--- src/rtl/hilo_muldiv_unit_pkg.sv ---
// -----------------------------------------------------------------------------
// hilo_muldiv_unit_pkg
//   Shared definitions for the HI/LO multiply/divide unit: opcode encodings,
//   FSM state type and small opcode-decode helpers.
// -----------------------------------------------------------------------------
package hilo_muldiv_unit_pkg;

  localparam logic [2:0] MD_OP_NOP   = 3'b000;
  localparam logic [2:0] MD_OP_MULT  = 3'b001;
  localparam logic [2:0] MD_OP_MULTU = 3'b010;
  localparam logic [2:0] MD_OP_DIV   = 3'b011;
  localparam logic [2:0] MD_OP_DIVU  = 3'b100;
  localparam logic [2:0] MD_OP_MTHI  = 3'b101;
  localparam logic [2:0] MD_OP_MTLO  = 3'b110;

  typedef enum logic [1:0] {
    IDLE = 2'd0,
    RUN  = 2'd1,
    FIX  = 2'd2
  } md_state_t;

  // True for the four opcodes that run the iterative datapath.
  function automatic logic md_is_iter(input logic [2:0] op);
    logic r;
    case (op)
      MD_OP_MULT, MD_OP_MULTU, MD_OP_DIV, MD_OP_DIVU: r = 1'b1;
      default:                                         r = 1'b0;
    endcase
    return r;
  endfunction

  // True for the two's-complement opcodes (operands converted to magnitudes).
  function automatic logic md_is_signed(input logic [2:0] op);
    logic r;
    case (op)
      MD_OP_MULT, MD_OP_DIV: r = 1'b1;
      default:               r = 1'b0;
    endcase
    return r;
  endfunction

  // True for the divide opcodes.
  function automatic logic md_is_div(input logic [2:0] op);
    logic r;
    case (op)
      MD_OP_DIV, MD_OP_DIVU: r = 1'b1;
      MD_OP_NOP:             r = 1'b0;
      default:               r = 1'b0;
    endcase
    return r;
  endfunction

endpackage

--- src/rtl/hilo_muldiv_unit_if.sv ---
// -----------------------------------------------------------------------------
// hilo_muldiv_unit_if
//   Request/result bundle between the EX stage and the multiply/divide unit.
//   master: issues start/op/rs_val/rt_val, observes busy/done/hi/lo.
//   slave : the multiply/divide unit itself.
// -----------------------------------------------------------------------------
interface hilo_muldiv_unit_if #(
  parameter int DATA_W = 32
);
  logic              start;
  logic [2:0]        op;
  logic [DATA_W-1:0] rs_val;
  logic [DATA_W-1:0] rt_val;
  logic              busy;
  logic              done;
  logic [DATA_W-1:0] hi;
  logic [DATA_W-1:0] lo;

  modport master (output start, op, rs_val, rt_val, input busy, done, hi, lo);
  modport slave  (input start, op, rs_val, rt_val, output busy, done, hi, lo);
endinterface

--- src/rtl/hilo_muldiv_unit_md_sign_fix.sv ---
// -----------------------------------------------------------------------------
// hilo_muldiv_unit_md_sign_fix
//   Combinational sign correction of the raw unsigned-magnitude result.
//   Ports:
//     i_raw    raw result: mult = 64-bit product, div = {remainder, quotient}
//     i_is_div result comes from a divide
//     i_neg_q  product / quotient must be negated
//     i_neg_r  remainder must be negated (dividend was negative)
//     i_div0   divisor was zero
//     o_hi     corrected HI value
//     o_lo     corrected LO value
// -----------------------------------------------------------------------------
module hilo_muldiv_unit_md_sign_fix #(
  parameter int                DATA_W  = 32,
  parameter logic [DATA_W-1:0] DIV0_LO = 32'hFFFF_FFFF
) (
  input  logic [2*DATA_W-1:0] i_raw,
  input  logic                i_is_div,
  input  logic                i_neg_q,
  input  logic                i_neg_r,
  input  logic                i_div0,
  output logic [DATA_W-1:0]   o_hi,
  output logic [DATA_W-1:0]   o_lo
);

  logic [2*DATA_W-1:0] w_prod;
  logic [DATA_W-1:0]   w_rem;
  logic [DATA_W-1:0]   w_quo;

  // Negate the relevant halves according to the latched sign flags.
  always_comb begin
    w_prod = i_neg_q ? -i_raw : i_raw;
    w_rem  = i_raw[2*DATA_W-1:DATA_W];
    w_quo  = i_raw[DATA_W-1:0];
    if (i_is_div) begin
      // Remainder takes the dividend's sign; on divide-by-zero the raw
      // remainder is |rs|, so this restores the original rs_val.
      o_hi = i_neg_r ? -w_rem : w_rem;
      if (i_div0) begin
        o_lo = DIV0_LO;
      end else if (i_neg_q) begin
        o_lo = -w_quo;
      end else begin
        o_lo = w_quo;
      end
    end else begin
      o_hi = w_prod[2*DATA_W-1:DATA_W];
      o_lo = w_prod[DATA_W-1:0];
    end
  end

endmodule

--- src/rtl/hilo_muldiv_unit.sv ---
// -----------------------------------------------------------------------------
// hilo_muldiv_unit
//   Iterative multiply/divide unit owning the HI/LO registers.
//   MULT/MULTU/DIV/DIVU take 33 cycles (32 iterations + 1 sign-fix cycle);
//   MTHI/MTLO write in one cycle. busy stalls HI/LO consumers.
//   Ports:
//     i_clk    rising-edge clock
//     i_reset  synchronous active-high reset
//     md       slave side of hilo_muldiv_unit_if (start/op/rs_val/rt_val in,
//              busy/done/hi/lo out)
// -----------------------------------------------------------------------------
module hilo_muldiv_unit
  import hilo_muldiv_unit_pkg::*;
#(
  parameter int                DATA_W  = 32,
  parameter logic [DATA_W-1:0] DIV0_LO = 32'hFFFF_FFFF
) (
  input  logic                  i_clk,
  input  logic                  i_reset,
  hilo_muldiv_unit_if.slave     md
);

  localparam int CNT_W = $clog2(DATA_W);

  md_state_t            r_state;
  md_state_t            w_state_nxt;
  logic [CNT_W-1:0]     r_count;
  // Shared shift register: mult = {acc, multiplier}, div = {rem, dividend/quotient}.
  logic [2*DATA_W-1:0]  r_sr;
  logic [DATA_W-1:0]    r_b;
  logic                 r_is_div;
  logic                 r_neg_q;
  logic                 r_neg_r;
  logic                 r_div0;
  logic                 r_busy;
  logic                 r_done;
  logic [DATA_W-1:0]    r_hi;
  logic [DATA_W-1:0]    r_lo;

  logic                 w_idle_req;
  logic                 w_accept;
  logic                 w_mthi;
  logic                 w_mtlo;
  logic                 w_last;
  logic                 w_signed;
  logic                 w_sign_a;
  logic                 w_sign_b;
  logic [DATA_W-1:0]    w_mag_a;
  logic [DATA_W-1:0]    w_mag_b;
  logic [DATA_W:0]      w_sum;
  logic [DATA_W:0]      w_trial;
  logic                 w_ge;
  logic [DATA_W-1:0]    w_rem_sub;
  logic [2*DATA_W-1:0]  w_sr_nxt;
  logic [DATA_W-1:0]    w_fix_hi;
  logic [DATA_W-1:0]    w_fix_lo;

  // Request decode; anything arriving while not IDLE is dropped.
  always_comb begin
    w_idle_req = (r_state == IDLE) && md.start;
    w_accept   = w_idle_req && md_is_iter(md.op);
    w_mthi     = w_idle_req && (md.op == MD_OP_MTHI);
    w_mtlo     = w_idle_req && (md.op == MD_OP_MTLO);
    w_last     = (r_count == CNT_W'(DATA_W - 1));
  end

  // Operand conditioning: signed ops work on magnitudes plus sign flags.
  always_comb begin
    w_signed = md_is_signed(md.op);
    w_sign_a = w_signed & md.rs_val[DATA_W-1];
    w_sign_b = w_signed & md.rt_val[DATA_W-1];
    w_mag_a  = w_sign_a ? -md.rs_val : md.rs_val;
    w_mag_b  = w_sign_b ? -md.rt_val : md.rt_val;
  end

  // One shift-add (mult) or restoring-divide (div) step.
  always_comb begin
    w_sum     = {1'b0, r_sr[2*DATA_W-1:DATA_W]}
              + (r_sr[0] ? {1'b0, r_b} : {(DATA_W+1){1'b0}});
    // Partial remainder shifted left with the next dividend bit: 33 bits.
    w_trial   = r_sr[2*DATA_W-1:DATA_W-1];
    w_ge      = (w_trial >= {1'b0, r_b});
    // Difference is below the divisor, so the low DATA_W bits are exact.
    w_rem_sub = w_trial[DATA_W-1:0] - r_b;
    if (r_is_div) begin
      if (w_ge) begin
        w_sr_nxt = {w_rem_sub, r_sr[DATA_W-2:0], 1'b1};
      end else begin
        w_sr_nxt = {r_sr[2*DATA_W-2:0], 1'b0};
      end
    end else begin
      w_sr_nxt = {w_sum, r_sr[DATA_W-1:1]};
    end
  end

  // FSM next-state: IDLE -> RUN (32 iterations) -> FIX -> IDLE.
  always_comb begin
    w_state_nxt = r_state;
    case (r_state)
      IDLE: begin
        if (w_accept) begin
          w_state_nxt = RUN;
        end else begin
          w_state_nxt = IDLE;
        end
      end
      RUN: begin
        if (w_last) begin
          w_state_nxt = FIX;
        end else begin
          w_state_nxt = RUN;
        end
      end
      FIX:     w_state_nxt = IDLE;
      default: w_state_nxt = IDLE;
    endcase
  end

  hilo_muldiv_unit_md_sign_fix #(
    .DATA_W  (DATA_W),
    .DIV0_LO (DIV0_LO)
  ) u_sign_fix (
    .i_raw    (r_sr),
    .i_is_div (r_is_div),
    .i_neg_q  (r_neg_q),
    .i_neg_r  (r_neg_r),
    .i_div0   (r_div0),
    .o_hi     (w_fix_hi),
    .o_lo     (w_fix_lo)
  );

  // State register, datapath registers and HI/LO update.
  always_ff @(posedge i_clk) begin
    if (i_reset) begin
      r_state  <= IDLE;
      r_count  <= {CNT_W{1'b0}};
      r_sr     <= {(2*DATA_W){1'b0}};
      r_b      <= {DATA_W{1'b0}};
      r_is_div <= 1'b0;
      r_neg_q  <= 1'b0;
      r_neg_r  <= 1'b0;
      r_div0   <= 1'b0;
      r_busy   <= 1'b0;
      r_done   <= 1'b0;
      r_hi     <= {DATA_W{1'b0}};
      r_lo     <= {DATA_W{1'b0}};
    end else begin
      r_state <= w_state_nxt;
      r_done  <= 1'b0;
      case (r_state)
        IDLE: begin
          if (w_accept) begin
            r_sr     <= {{DATA_W{1'b0}}, w_mag_a};
            r_b      <= w_mag_b;
            r_is_div <= md_is_div(md.op);
            r_neg_q  <= w_sign_a ^ w_sign_b;
            r_neg_r  <= w_sign_a;
            r_div0   <= (md.rt_val == {DATA_W{1'b0}});
            r_count  <= {CNT_W{1'b0}};
            r_busy   <= 1'b1;
          end else begin
            if (w_mthi) begin
              r_hi <= md.rs_val;
            end
            if (w_mtlo) begin
              r_lo <= md.rs_val;
            end
          end
        end
        RUN: begin
          r_sr    <= w_sr_nxt;
          r_count <= r_count + CNT_W'(1);
        end
        FIX: begin
          r_hi   <= w_fix_hi;
          r_lo   <= w_fix_lo;
          r_busy <= 1'b0;
          r_done <= 1'b1;
        end
        default: begin
          r_busy <= 1'b0;
        end
      endcase
    end
  end

  assign md.busy = r_busy;
  assign md.done = r_done;
  assign md.hi   = r_hi;
  assign md.lo   = r_lo;

endmodule
--- src/flat_wrapper.sv ---
// flat-port wrapper written by rule: the top's interface ports become plain ports
module hilo_muldiv_unit_flat import hilo_muldiv_unit_pkg::*;
#(
  parameter int                DATA_W  = 32,
  parameter logic [DATA_W-1:0] DIV0_LO = 32'hFFFF_FFFF
)
  (i_clk, i_reset, md_start, md_op, md_rs_val, md_rt_val, md_busy, md_done, md_hi, md_lo);
  hilo_muldiv_unit_if #(.DATA_W(DATA_W)) md_i ();
  input  logic i_clk;
  input  logic i_reset;
  input wire logic [$bits(md_i.start)-1:0] md_start;
  input wire logic [$bits(md_i.op)-1:0] md_op;
  input wire logic [$bits(md_i.rs_val)-1:0] md_rs_val;
  input wire logic [$bits(md_i.rt_val)-1:0] md_rt_val;
  output wire logic [$bits(md_i.busy)-1:0] md_busy;
  output wire logic [$bits(md_i.done)-1:0] md_done;
  output wire logic [$bits(md_i.hi)-1:0] md_hi;
  output wire logic [$bits(md_i.lo)-1:0] md_lo;
  assign md_i.start = md_start;
  assign md_i.op = md_op;
  assign md_i.rs_val = md_rs_val;
  assign md_i.rt_val = md_rt_val;
  assign md_busy = md_i.busy;
  assign md_done = md_i.done;
  assign md_hi = md_i.hi;
  assign md_lo = md_i.lo;
  hilo_muldiv_unit #(.DATA_W(DATA_W), .DIV0_LO(DIV0_LO)) u_core (.i_clk(i_clk), .i_reset(i_reset), .md(md_i));
endmodule
--- config.mk ---
export PLATFORM = sky130hd
export DESIGN_NAME = hilo_muldiv_unit_flat
export DESIGN_NICKNAME = d
export VERILOG_FILES = /design/src/rtl/hilo_muldiv_unit_pkg.sv /design/src/rtl/hilo_muldiv_unit_if.sv /design/src/rtl/hilo_muldiv_unit_md_sign_fix.sv /design/src/rtl/hilo_muldiv_unit.sv /design/src/flat_wrapper.sv
export SDC_FILE = /design/constraint.sdc
export NUM_CORES = 1
export LEC_CHECK = 0
export ABC_AREA = 1
export BUFFER_PORTS_ARGS = -buffer_cell sky130_fd_sc_hd__clkbuf_2
export CAP_MARGIN = 5
export CORE_MARGIN = 8
export CORE_UTILIZATION = 25
export CTS_CLUSTER_SIZE = 10
export DETAILED_ROUTE_END_ITERATION = 16
export SYNTH_ARGS = -nofsm -noshare
export SYNTH_HDL_FRONTEND = slang
export SYNTH_HIERARCHICAL = 1
export SYNTH_SLANG_ARGS = --single-unit
--- constraint.sdc ---
create_clock -name i_clk -period 2.71 [get_ports i_clk]
set_input_delay 0.542 -clock i_clk [delete_from_list [all_inputs] [get_ports i_clk]]
set_output_delay 0.542 -clock i_clk [all_outputs]
set_load 0.02 [all_outputs]
==> metrics.csv, run 1 <==
stage,metric,value,unit
setup_path,end_kind,register,
floorplanning,die_w,279.1,um
floorplanning,core_area,0.06859,sq mm
logic_synthesis,synth_area_per_cell,5.602,sq um
placed_design,dpl.cell_count,4183,
setup_path,critPathMostFrequentCell,nand2_1,
logic_synthesis,ys_seq_area_share,20.01,%
logic_synthesis,ys.flop_type,dfxtp_1,
pwr,p_int,5051,uW
clock_tree,cts_tree,done,
final_layout,fin_cells,4216,
final_layout,area_delta_synth_final,18.73,%
grt,grt_pass1_wl,113400,um
floorplanning,ioPinCount,136,
setup_path,cpPeakStageDelay,370,ps
logic_synthesis,yosysTopAreaCell,dfxtp_1,
drt,routed_wl,73880,um
placed_design,globalplace.congestion,0.9978,
clock_tree,cts_setup_buffers,0,
placed_design,placed_area,0.01992,sq mm
sta,setup_viol,0,
clock_tree,clk_pin_slew,80,ps
logic_synthesis,syn_nets,3232,
setup_path,crit_chain,buf_4 > inv_1 > ha_1 > nand3_1 > nor2_1 > nand2_1 > o21ai_2 > o211ai_1 > nand2_1 > nand2_1 > nand2_1 > nand3_1 > a31oi_1,
pwr,seqPwrFrac,32.2,%
pwr,powerDensity,432.1,mW/mm^2
pwr,p_sw,3831,uW
sta,worstMarginPinSlew,757.2,ps
sta,rsz0062_at_grt,no,
final_layout,utilization,29.97,%
setup_path,cp.arrival,2970,ps
logic_synthesis,syn_area,0.01731,sq mm
final_layout,drive_gt1_share,12.94,%
setup_path,critPathTopFamily,simple AND/OR/NAND/NOR gates,
clock_tree,cts_sinks,173,
final_layout,nNetsFinal,3413,
drt,first_iter_violations,2125,
grt,grt_antenna_before_repair,1,
setup_path,startpoint_type,register,
drt,via_per_inst,4.990,
setup_path,cp.buffers_inverters,2,
sta,finalHoldViolations,0,
clock_tree,clockBufferDepth,2,
floorplanning,fp.dieH,279.1,um
sta,skew,18.78,ps
logic_synthesis,synthDistinctLibCells,53,
logic_synthesis,ys_async_sr_fraction,0,%
sta,slew_violations,0,
final_layout,seq_area,0.003468,sq mm
sta,fin_crit_sh,94.66,%
logic_synthesis,ys_warn_count,6,
status,status,finished clean,
sta,max-slew-margin-rel,49.52,%
setup_path,worstSetupPathType,reg -> reg,
drt,num_vias,21040,
clock_tree,cts_max_level,4,
floorplanning,num_rows,96,
sta,setup_tns,0,ps
pwr,pwr-share-clk,29.2,%
sta,clock.fmax,389.8,MHz
clock_tree,clk_latency,490,ps
min_path,hp-class,in -> reg,
logic_synthesis,synthCells,3090,
final_layout,multi_input_area,0.01177,sq mm
floorplanning,die_area,0.07792,sq mm
drt,drc,0,
placed_design,portBuffers,135,
logic_synthesis,synth_seq_cells,173,
grt,grt_pass1_vias,19400,
drt,routedWlPerCell,17.52,um
setup_path,cpMaxStageDelayCell,o21ai_2,
grt,grt_overflow,0,
logic_synthesis,synth_top_area_share,20.01,%
run,maxCapViolCount,0,
sta,layout_min_cycle_time,2565,ps
pwr,share_comb_of_total_power,38.6,%
setup_path,path_max_fanout,5,
grt,grt_use_total,18.31,%
clock_tree,clock-root-buffer,clkbuf_16,
pwr,ir_drop,0.4924,mV
logic_synthesis,ys_top_cells_by_area,"dfxtp_1, nand2_1, nand3_1, inv_1, o21ai_0",
grt,grt_max_degree,65,
drt,drtPass1Iterations,6,
setup_path,worst_ep_required_time,3120,ps
logic_synthesis,synth_edf_count,0,
pwr,p_sw_share,43.13,%
final_layout,fill_cells,7801,
placed_design,dp_hpwl,59820,um
drt,ant_nets,0,
floorplanning,start_util,25.24,%
final_layout,design_area,0.02055,sq mm
clock_tree,cts_buffers,17,
pwr,leakagePower,0.01018,uW
==> worst paths after layout <==
| path | from | to | slack (ps) | depth (start not counted) |
|---|---|---|---|---|
| setup / recovery | u_core/r_sr[0] | u_core/md.hi[22] | 140 | 13 |
| setup reg to reg | u_core/r_sr[0] | u_core/md.hi[22] | 140 | 13 |
| hold reg to reg | u_core/r_count[4] | u_core/r_count[4] | 470 | 2 |
| hold / removal | md_rs_val[1] | u_core/md.hi[1] | 370 | 3 |
==> cells by family after synthesis <==
kind of cell    share of synthesized area, %
simple gates                           40.33
compound gates                         19.51
buf+inv                                12.38
flops                                  20.01
fa+ha+maj                              5.291
xor+xnor                               2.479
==> flip-flops by register name (all words and copies together) (netlist names) <==
| signal | count |
|---|---|
| u_core/md.done | 1 |
| u_core/md.busy | 1 |
| u_core/md.lo | 32 |
| u_core/r_div0 | 1 |
| u_core/md.hi | 32 |
| u_core/r_neg_r | 1 |
| u_core/r_neg_q | 1 |
| u_core/r_sr | 64 |
| u_core/r_b | 32 |
| u_core/r_is_div | 1 |
| u_core/r_count | 5 |
| u_core/r_state | 2 |
==> cells in the final DEF, fill, tap and decap left out, drive strengths merged, types with 31 or more instances in the layout <==
cell type,instances
ha,70
nand2,874
inv,427
xor2,31
clkbuf,153
o21ai,269
a21oi,223
dfxtp,173
nor2,329
nand4,34
buf,152
a31oi,81
nor3,32
nand3,311
==> cells in the mapped netlist (all sizes together), types with 2 or more instances <==
master,n
a21o,11
nand2,874
nor4,4
dfxtp,173
inv,419
o221ai,2
o21ai,269
fa,2
ha,70
xor2,31
or2,15
nor3b,2
nand4,34
xnor2,18
o221a,2
buf,31
a21oi,223
o21bai,10
a211oi,3
and2,7
o211ai,11
a21boi,5
a31oi,81
nand3,311
nor3,32
nor2,329
clkbuf,94
nand3b,22
==> per-layer routing <==
metal	up-vias	wire (um)	track usage, %
met2	888	32410	29.10
met1	9556	33370	24.94
met3	126	5377	2.337
met5	-	0	0
li1	10470	-	-
met4	0	2718	7.219
==> layout make-up <==
| class | instances | area share (%) |
|---|---|---|
| Clock buffer | 18 | 2.088 |
| Timing Repair Buffer | 287 | 9.710 |
| Tap cell | 931 | 5.668 |
| Antenna cell | 1 | 0.01218 |
| Sequential cell | 173 | 16.87 |
| Multi-Input combinational cell | 2373 | 57.27 |
| Clock inverter | 14 | 0.7062 |
| Inverter | 419 | 7.670 |
==> worst reg2reg max path, cell delays in order (launching register included) <==
cell	delay (ps)
dfxtp_2	340
buf_4	170
inv_1	110
ha_1	240
nand3_1	90
nor2_1	230
nand2_1	170
o21ai_2	370
o211ai_1	180
nand2_1	90
nand2_1	50
nand2_1	100
nand3_1	150
a31oi_1	200
==> per-stage QoR <==
step                worst slack (ps)  hold WS, ps  total power, uW
finish                         144.8        365.0             8881
global route                   9.163        349.1             9361
CTS                            27.25        333.6             8856
detailed placement             23.00        464.5             6262
global placement               27.52        451.3             6256
floorplan                      302.4        445.3             4967
==> power by group through the flow <==
| stage | clock network [uW] | logic (uW) | registers, uW |
|---|---|---|---|
| 2_1_floorplan | 0 | 2060 | 2900 |
| 3_3_place_gp | 0 | 3340 | 2910 |
| 3_5_place_dp | 0 | 3350 | 2910 |
| 4_1_cts | 2640 | 3370 | 2850 |
| 5_1_grt | 2720 | 3760 | 2880 |
| 6_report | 2590 | 3430 | 2860 |
==> repair_timing <==
item | in CTS | in global routing
endpoints found under the hold margin | 0 | 0
gates resized for setup | 0 | 20
hold buffers | 0 | 0
setup endpoints to repair | 0 | 33
Note: power is estimated with default switching activity, not from simulation.
==> run 2: changes to the inputs <==
Clock period 2.71 ns to 2.8 ns, I/O delays scaled along.
==> metrics.csv, run 2 (synthesized netlist as in run 1, its figures left out) <==
stage,metric,value,unit
status,status,finished clean,
drt,ant_nets,0,
placed_design,portBuffers,135,
final_layout,area_delta_synth_final,17.89,%
setup_path,critPathMostFrequentCell,nand2_1,
final_layout,utilization,29.76,%
grt,grt_pass1_wl,114800,um
setup_path,worstSetupPathType,reg -> reg,
setup_path,cp.arrival,3070,ps
drt,drtPass1Iterations,8,
floorplanning,core_area,0.06859,sq mm
placed_design,dp_hpwl,60020,um
setup_path,path_max_fanout,7,
floorplanning,die_w,279.1,um
floorplanning,die_area,0.07792,sq mm
drt,drc,0,
pwr,ir_drop,0.3439,mV
setup_path,worst_ep_required_time,3220,ps
sta,setup_viol,0,
floorplanning,start_util,25.24,%
setup_path,cpMaxStageDelayCell,dfxtp_1,
grt,grt_use_total,18.59,%
setup_path,end_kind,register,
final_layout,largest_reg_flops,64,
setup_path,path_depth,15,
sta,finalHoldViolations,0,
setup_path,r2r_cells,15,
drt,num_vias,21090,
clock_tree,cts_sinks,173,
clock_tree,clk_latency,510,ps
floorplanning,fp.dieH,279.1,um
drt,first_iter_violations,2338,
setup_path,cp.buffers_inverters,4,
clock_tree,cts_buffers,17,
grt,grt_antenna_before_repair,0,
final_layout,final_cell_mix,"nand2_1, inv_1, nor2_1",
final_layout,drive_gt1_share,12.51,%
floorplanning,ioPinCount,136,
grt,grt_max_degree,93,
clock_tree,cts_max_level,4,
sta,fin_crit_sh,94.42,%
pwr,leakagePower,0.01012,uW
drt,via_per_inst,5.013,
sta,clock.fmax,378.2,MHz
clock_tree,cts_tree,done,
setup_path,cpPeakStageDelay,570,ps
min_path,hp-class,in -> reg,
setup_path,startpoint_type,register,
grt,grt_pass1_vias,19380,
floorplanning,num_rows,96,
sta,max-slew-margin-rel,48.17,%
final_layout,fill_cells,7904,
clock_tree,clockBufferDepth,2,
pwr,p_total,8536,uW
clock_tree,clock-root-buffer,clkbuf_16,
clock_tree,postCtsHoldBufs,0,
pwr,powerDensity,418.3,mW/mm^2
sta,layout_min_cycle_time,2644,ps
placed_design,globalplace.congestion,1.013,
drt,routedWlPerCell,17.77,um
final_layout,multi_input_area,0.01175,sq mm
final_layout,nNetsFinal,3406,
sta,skew,23.88,ps
final_layout,fin_cells,4208,
setup_path,crit_chain,ha_1 > inv_1 > fa_1 > inv_1 > buf_4 > nand3_1 > nand4_1 > nand2_1 > nand2_1 > nand2_1 > nand3_1 > nand2_1 > inv_1 > nand2_1 > a21oi_1,
sta,slew_violations,0,
sta,rsz0062_at_grt,yes,
placed_design,dpl.cell_count,4176,
sta,worstMarginPinSlew,777.4,ps
setup_path,ff2ff_setup_slack,160,ps
final_layout,final_common_cell,nand2_1,
min_path,min_path_cells,3,
final_layout,seq_area,0.003467,sq mm
clock_tree,clk_pin_slew,90,ps
setup_path,critPathTopFamily,simple AND/OR/NAND/NOR gates,
grt,grt_overflow,0,
drt,routed_wl,74790,um
final_layout,top_register,u_core/r_sr,
run,maxCapViolCount,0,
final_layout,antenna_cells,0,
run 2: cell type report:
class	count	share of cell area (%)
inverter	419	7.725
clock inverter	13	0.5211
multi-input combinational	2373	57.57
sequential	173	16.99
clock buffer	19	2.170
timing repair buffer	280	9.319
tap	931	5.708
run 2: final timing paths:
check / startpoint / end
setup / recovery: u_core/r_sr[32] / u_core/r_sr[57]
hold reg to reg: u_core/r_count[4] / u_core/r_count[4]
hold / removal: md_rt_val[2] / u_core/r_b[2]
setup reg to reg: u_core/r_sr[32] / u_core/r_sr[57]
run 2: timing repair:
item / 4_1_cts / 5_1_grt
endpoints found under the setup margin: 0 / 21
setup buffers: 0 / 0
resized for setup: 0 / 10
hold endpoints to repair: 0 / 0
run 2: through the flow:
step	hold slack [ps]	setup slack (ps)	TNS [ps]	instance area, sq um
2_1_floorplan	445.3	392.4	0	17310
3_3_place_gp	453.2	69.42	0	19830
3_5_place_dp	466.9	34.01	0	19830
4_1_cts	319.5	19.76	0	20380
5_1_grt	360.7	-12.35	-22.04	20410
6_report	353.3	156.1	0	20410
run 2: worst register-to-register path: cells and delay by family (launching register included):
family	cells	cell delay, ps
AO/OA/AOI/OAI	1	120
AND/OR/NAND/NOR	8	760
buffers and inverters	4	440
flip-flops	1	570
adder cells (fa/ha/maj)	2	670
run 2: where the power goes:
part	internal (uW)	switching [uW]
clock	1180	1250
sequential	2600	160
combinational	1110	2230
total	4890	3640
run 2: layer usage:
metal | vias to the layer above | wire length (um) | global-route usage [%]
li1 | 10450 | - | -
met1 | 9661 | 34070 | 25.39
met4 | 0 | 2799 | 7.326
met5 | - | 0 | 0
met2 | 854 | 32470 | 29.02
met3 | 131 | 5445 | 2.972
